$ cat src/rtl/triangle_feeder.sv
// Triangle feeder: reads a count and then six coordinate words per triangle from the command stream, and answers each Rasteriser next_triangle request with registered, clamped vertices.
// data_ready rises 6 cycles after a request when the stream never stalls; a low word_valid just stalls the fetch.
module triangle_feeder #(
  parameter int COORD_W  = 16,
  parameter int SCREEN_W = 640,
  parameter int SCREEN_H = 480
) (
  input  logic               clk,
  input  logic               reset,
  input  logic               opcode_received,
  input  logic [COORD_W-1:0] word_in,
  input  logic               word_valid,
  output logic               word_ready,
  input  logic               next_triangle,
  output logic [COORD_W-1:0] x1,
  output logic [COORD_W-1:0] y1,
  output logic [COORD_W-1:0] x2,
  output logic [COORD_W-1:0] y2,
  output logic [COORD_W-1:0] x3,
  output logic [COORD_W-1:0] y3,
  output logic               data_ready,
  output logic               triangle_done,
  output logic               frame_ready,
  output logic               busy
);

  typedef enum logic [2:0] {
    IDLE, GET_COUNT, WAIT_REQ, FETCH, READY, DONE
  } state_t;

  localparam logic [COORD_W-1:0] X_MAX = COORD_W'(SCREEN_W - 1);
  localparam logic [COORD_W-1:0] Y_MAX = COORD_W'(SCREEN_H - 1);

  state_t             state;
  logic [COORD_W-1:0] remaining;
  logic [2:0]         idx;
  logic [COORD_W-1:0] shadow [6];
  logic [COORD_W-1:0] clamped;
  logic               xfer;

  assign word_ready = (state == GET_COUNT) || (state == FETCH);
  assign busy       = (state != IDLE);
  assign xfer       = word_valid && word_ready;

  // Odd slots carry y, even slots carry x.
  always_comb begin
    clamped = word_in;
    if (idx[0]) begin
      if (word_in > Y_MAX) clamped = Y_MAX;
    end else begin
      if (word_in > X_MAX) clamped = X_MAX;
    end
  end

  always_ff @(posedge clk or negedge reset) begin
    if (!reset) begin
      state         <= IDLE;
      remaining     <= '0;
      idx           <= '0;
      x1            <= '0;
      y1            <= '0;
      x2            <= '0;
      y2            <= '0;
      x3            <= '0;
      y3            <= '0;
      data_ready    <= 1'b0;
      triangle_done <= 1'b0;
      frame_ready   <= 1'b0;
      for (int i = 0; i < 6; i++) shadow[i] <= '0;
    end else begin
      triangle_done <= 1'b0;
      frame_ready   <= 1'b0;
      case (state)
        IDLE: begin
          if (opcode_received) state <= GET_COUNT;
        end
        GET_COUNT: begin
          if (xfer) begin
            remaining <= word_in;
            if (word_in == '0) begin
              state         <= DONE;
              triangle_done <= 1'b1;
              frame_ready   <= 1'b1;
            end else begin
              state <= WAIT_REQ;
            end
          end
        end
        WAIT_REQ: begin
          if (next_triangle) begin
            idx   <= '0;
            state <= FETCH;
          end
        end
        FETCH: begin
          if (xfer) begin
            shadow[idx] <= clamped;
            idx         <= idx + 3'd1;
            // Last slot: publish all six at once so outputs never show a partial triangle.
            if (idx == 3'd5) begin
              x1         <= shadow[0];
              y1         <= shadow[1];
              x2         <= shadow[2];
              y2         <= shadow[3];
              x3         <= shadow[4];
              y3         <= clamped;
              remaining  <= remaining - 1'b1;
              data_ready <= 1'b1;
              state      <= READY;
            end
          end
        end
        READY: begin
          if (next_triangle) begin
            data_ready <= 1'b0;
            if (remaining == '0) begin
              state         <= DONE;
              triangle_done <= 1'b1;
              frame_ready   <= 1'b1;
            end else begin
              idx   <= '0;
              state <= FETCH;
            end
          end
        end
        DONE: begin
          state <= IDLE;
        end
        default: state <= IDLE;
      endcase
    end
  end

endmodule

$ cat config.mk
export PLATFORM = sky130hd
export DESIGN_NAME = triangle_feeder
export DESIGN_NICKNAME = d
export VERILOG_FILES = /design/src/rtl/triangle_feeder.sv
export SDC_FILE = /design/constraint.sdc
export NUM_CORES = 1
export LEC_CHECK = 0
export CAP_MARGIN = 40
export CORE_ASPECT_RATIO = 1.75
export CORE_MARGIN = 4
export CORE_UTILIZATION = 58
export DETAILED_ROUTE_END_ITERATION = 10
export PLACE_DENSITY = 0.85
export RECOVER_POWER = 50
export SLEW_MARGIN = 25
export SYNTH_ARGS = -nofsm -noshare
export SYNTH_HDL_FRONTEND = slang
export SYNTH_SLANG_ARGS = --single-unit
$ cat constraint.sdc
create_clock -name clk -period 3.5 [get_ports clk]
set_input_delay 0.35 -clock clk [delete_from_list [all_inputs] [get_ports clk]]
set_output_delay 0.35 -clock clk [all_outputs]
set_load 0.005 [all_outputs]
* Yosys cells after proc, flatten, opt, wreduce, memory -nomap -nowiden
Cells that the tools add are included.
Storage, ports and cells: output and inout bits 101, flip-flop bits (word level) 216, input bits 21
Operators by class: equality and inequality tests 12, add/sub/neg operators 2, muxes and demuxes 33, reductions and logical operators 16, bitwise logic cells 1, magnitude comparators 4
Operators with widths (count):
- $mux W16 | 7
- $bwmux W96 | 1
- $demux W16 S3 | 1
- $mux W3 | 12
- $logic_not A16 Y1 | 2
- $pmux W16 S2 | 1
- $gt A16 B10 Y1 const B | 1
- $gt A16 B9 Y1 const B | 1
- $sub A16 B1 Y16 const B | 1
- $pmux W3 S5 | 1
- $ne A2 B2 Y1 const B | 6
- $pmux W3 S3 | 1
- $reduce_and A4 Y1 | 2
- $mux W1 | 7
- $eq A3 B2 Y1 const B | 2
- $eq A3 B3 Y1 const B | 2
- $reduce_and A6 Y1 | 1
- $reduce_bool A3 Y1 | 2
- $reduce_and A5 Y1 | 1
- $ge A4 B4 Y1 const B | 1
- $lt A4 B1 Y1 const B | 1
- $not A3 Y4 | 1
- $pmux W1 S2 | 2
- $reduce_bool A2 Y1 | 2
- 8 further kinds | 9

* Logic depth before layout (Yosys ltp)
word-level depth 6, gate-level depth with buffers 9

* Least setup slack after synthesis
No wires, ideal clock.
kind reg-to-reg, start point reg idx[1], end point reg remaining[15], cell stages (with the launch flop) 9, path slack 1.488 ns, path buffers 1, arrival 1.876 ns, clock period less this slack 2.012 ns, library setup time 0.136 ns, cell sequence dfrtp_1 > inv_1 > ha_1 > a21boi_1 > or3_1 > clkbuf_1 > or4_1 > mux2i_1 > a21oi_1
Between the ends: longest elaborated chain between the ends 3
Ends and longest elaborated chain:
- start: declaration | RTL line 36 | logic [2:0] idx;
- start signal: assignment | RTL line 98 | idx <= idx + 3'd1;
- $eq A3 B3 Y1 | RTL line 100 | if (idx == 3'd5) begin
- $ne A2 B1 Y1 (no line)
- $reduce_and A4 Y1 (no line)
- end signal: assignment | RTL line 79 | remaining <= word_in;
- end signal: assignment | RTL line 107 | remaining <= remaining - 1'b1;
- end: declaration | RTL line 35 | logic [COORD_W-1:0] remaining;
No other way between the ends. A chain may end at the register's enable or synchronous reset.

==> impl_metrics.toml <==
[setup_path]
path_buf_inv = 4
end_kind = "asynchronous set/reset pin"
crit_family = "buffers and inverters"
crit_type = "in2async"
cp_slowest_cell = "clkbuf_1"
cp_cell_sequence = "dlygate4sd3_1, clkbuf_1, buf_16, clkbuf_4"
max_stage_delay_ps = 1120
setup.worst_path.start_class = "input pin"
required_ps = 3990
worstPathArrival_ps = 3180
cp_max_fo = 80

[power]
seq_power_share_pct = 45.8
switching_share_pct = 32.6
powerDensity_nw_per_um2 = 731
comb_power_share_pct = 26.6
p_sw_mw = 2.38
total_leakage_power_nw = 5.03
p_clk_share_pct = 27.6
power.internal_mw = 4.93
vdd_drop_max_uv = 573

[worst_hold_path]
hold_class = "reg2reg"

[layout]
multi_input_area_um2 = 2770
fin_util_pct = 74.3
final_design_area_no_fill_um2 = 10000
area_growth_pct = 25.6
seq_area_um2 = 5000
fillers = 936
final_net_count = 970
layout-drive-gt1-share_pct = 5.64
antenna_cells = 0

[floorplan]
die_x_um = 96.6
coreArea_um2 = 13500
die_height_um = 163
io_pins = 122
core.rowCount = 56
initial_utilization_pct = 59.2
die-area_um2 = 15700

[clock_network]
numCtsBuffers = 17
htree_num_levels = 4
clock_latency_ps = 430
cts_buffer_depth = 2
cts_tree = "built"
root_buffer = "clkbuf_16"
cts.clk_slew.worst_paths_ps = 70
cts.sink_count = 200
cts_setup_buffers = 0

[routing]
vias_per_cell = 5.68
vias = 6429
wirelength_mm = 20.4
initialDrtViolationCount = 429
drc = 0
firstDrtPassIters = 6
ant_nets = 0
wl_per_cell_um = 18.0

[grt]
grt.overflow.total = 0
busiest_layer = "met2"
grt_util_met3_pct = 4.76
antenna_found_initial = 0
grt_pass1_wl_mm = 32.5
track_usage_pct = 27.3
grt_use_met2_pct = 48.1
grt_pass1_vias = 6445
grt_max_degree = 81
gr-usage-met1_pct = 32.2

[synth]
netlist_area_um2 = 7960
syn_nets = 856
ys_seq_area_share_pct = 62.9
synthFlopType = "dfrtp_1"
synthArstFlopShare_pct = 100
postSynthCellCount = 831
avgSynthCellArea_um2 = 9.58
netlist_top_cells_area = "dfrtp_1 (63%), nand2_1 (13%), a21oi_1 (3.6%), nor2_1 (3.0%), o21ai_0 (2.7%)"
synth_top_cell_by_area = "dfrtp_1"
synth-seq-cells = 200
yosys_warnings = 0
synth_edf_count = 0
synth_cell_type_count = 46
yosys.area.top_type_share_pct = 62.9

[placement]
gp_congestion = 0.928
post_dp_cell_area_um2 = 9420
io_buffer_count = 121
hpwl_mm = 13.2

[timing]
timing.slew.headroom_pct = -2.74
final.setup.tns_ps = 0
period_needed_ps = 2680
rsz0062_at_grt = "no"
maxSlewViolCount = 27
finClkSkew_ps = 7.89
hold_viol_final = 0
finalSetupViolations = 0
fmax_mhz = 373
max_slew.worst_pin.slew_ps = 1540
fin_crit_sh_pct = 76.7

[job]
drv_cap = 1

[run_status]
violations = "max-capacitance violations, max-slew violations"
status = "finished with violations"
[path summary, 6_finish.rpt]
path	from	endpoint	cells past startpoint	slack [ps]
worst max-delay path	reset	shadow[18]	4	820
worst min-delay path	shadow[28]	x3[12]	2	460
worst max register to register	state[1]	shadow[32]	6	820
worst min register to register	shadow[28]	x3[12]	2	460
max in group clk	state[1]	shadow[32]	6	820
min in group asynchronous	reset	y1[14]	2	840
[worst register-to-register path, stage by stage, from the launching register on]
cell and delay, ps:
dfrtp_1 770, nand4b_1 520, nor2_1 300, and3_1 530, buf_4 270, nor2_1 60
a21oi_1 150
[flip-flops by register name, indices dropped and copies added (netlist names), 3 cells and up]
| name | count |
|---|---|
| y2 | 16 |
| shadow | 80 |
| state | 3 |
| x1 | 16 |
| idx | 3 |
| remaining | 16 |
| x2 | 16 |
| x3 | 16 |
| y3 | 16 |
| y1 | 16 |
[what timing repair did]
item	4_1_cts	5_1_grt
gates resized for setup	0	0
endpoints found under the hold margin	26	0
hold buffers	1	0
[cells in the final DEF (no fill, tap or decap), types with 4 or more instances in the layout]
cell	n
clkdlybuf4s50_1	70
clkinv_4	4
dlygate4sd3_1	51
and2_1	16
clkbuf_1	4
a211oi_1	4
nand3_1	12
clkbuf_16	17
a21oi_1	57
dfrtp_1	200
nor3_1	10
mux2i_1	5
buf_4	15
nor2_1	63
nor4_1	6
nor2b_1	27
inv_1	8
ha_1	4
o21ai_0	43
nand2_1	278
o22ai_1	7
o31ai_1	4
[cell type report]
type | count | share of cell area, %
clock buffer | 22 | 4.64
clock inverter | 9 | 1.41
inverter | 9 | 0.338
multi-input combinational | 577 | 27.7
sequential | 200 | 50.1
tap | 174 | 2.18
timing repair buffer | 140 | 13.7
[power by group through the flow]
| stage | sequential (mW) | clock (mW) | combinational, mW |
|---|---|---|---|
| 6_report | 3.35 | 2.01 | 1.95 |
| 2_1_floorplan | 3.19 | 0 | 1.06 |
| 3_5_place_dp | 3.38 | 0 | 1.95 |
| 5_1_grt | 3.42 | 2.13 | 2.16 |
| 4_1_cts | 3.34 | 2.03 | 1.99 |
| 3_3_place_gp | 3.35 | 0 | 1.88 |
[synthesized netlist by cell type, types with 2 or more instances]
master and number:
a211oi_1 4, a21oi_1 57, a2bb2oi_1 3, and2_1 16, and3_1 3, buf_2 16, clkbuf_1 28, dfrtp_1 200
ha_1 4, inv_1 8, mux2i_1 5, nand2_1 279, nand3_1 12, nand4_1 2, nor2_1 63, nor2b_1 27
nor3_1 11, nor4_1 6, nor4_2 2, o211ai_1 3, o21a_1 2, o21ai_0 43, o22a_1 2, o22ai_1 7
o31ai_1 4, or3_1 3, or4_1 2
[kinds of logic after synthesis]
logic type | synth area share (%)
AND/OR/NAND/NOR | 23.5
adder cells (fa/ha/maj) | 0.629
AO/OA/AOI/OAI | 9.43
XOR/XNOR | 0.110
multiplexers | 0.629
flip-flops | 62.9
buffers and inverters | 2.84
[metal layers]
layer  part of all wire [%]  routed length (µm)  up-vias
met5                      0                   0        -
met4                    3.4                 698        0
met3                    4.3                 870       49
met2                     55               11200      217
met1                     37                7580     3205
li1                       -                   -     2958
[through the flow]
stage               hold WS (ps)  worst slack (ps)  std cells  power [mW]
finish                       459               816       1131        7.31
global route                 481               361       1131        7.71
CTS                          351               871       1131        7.37
detailed placement           248               719       1099        5.32
global placement             438               800       1098        5.23
floorplan                   54.4              1490        831        4.26
Power figures use the tool's default switching activity.
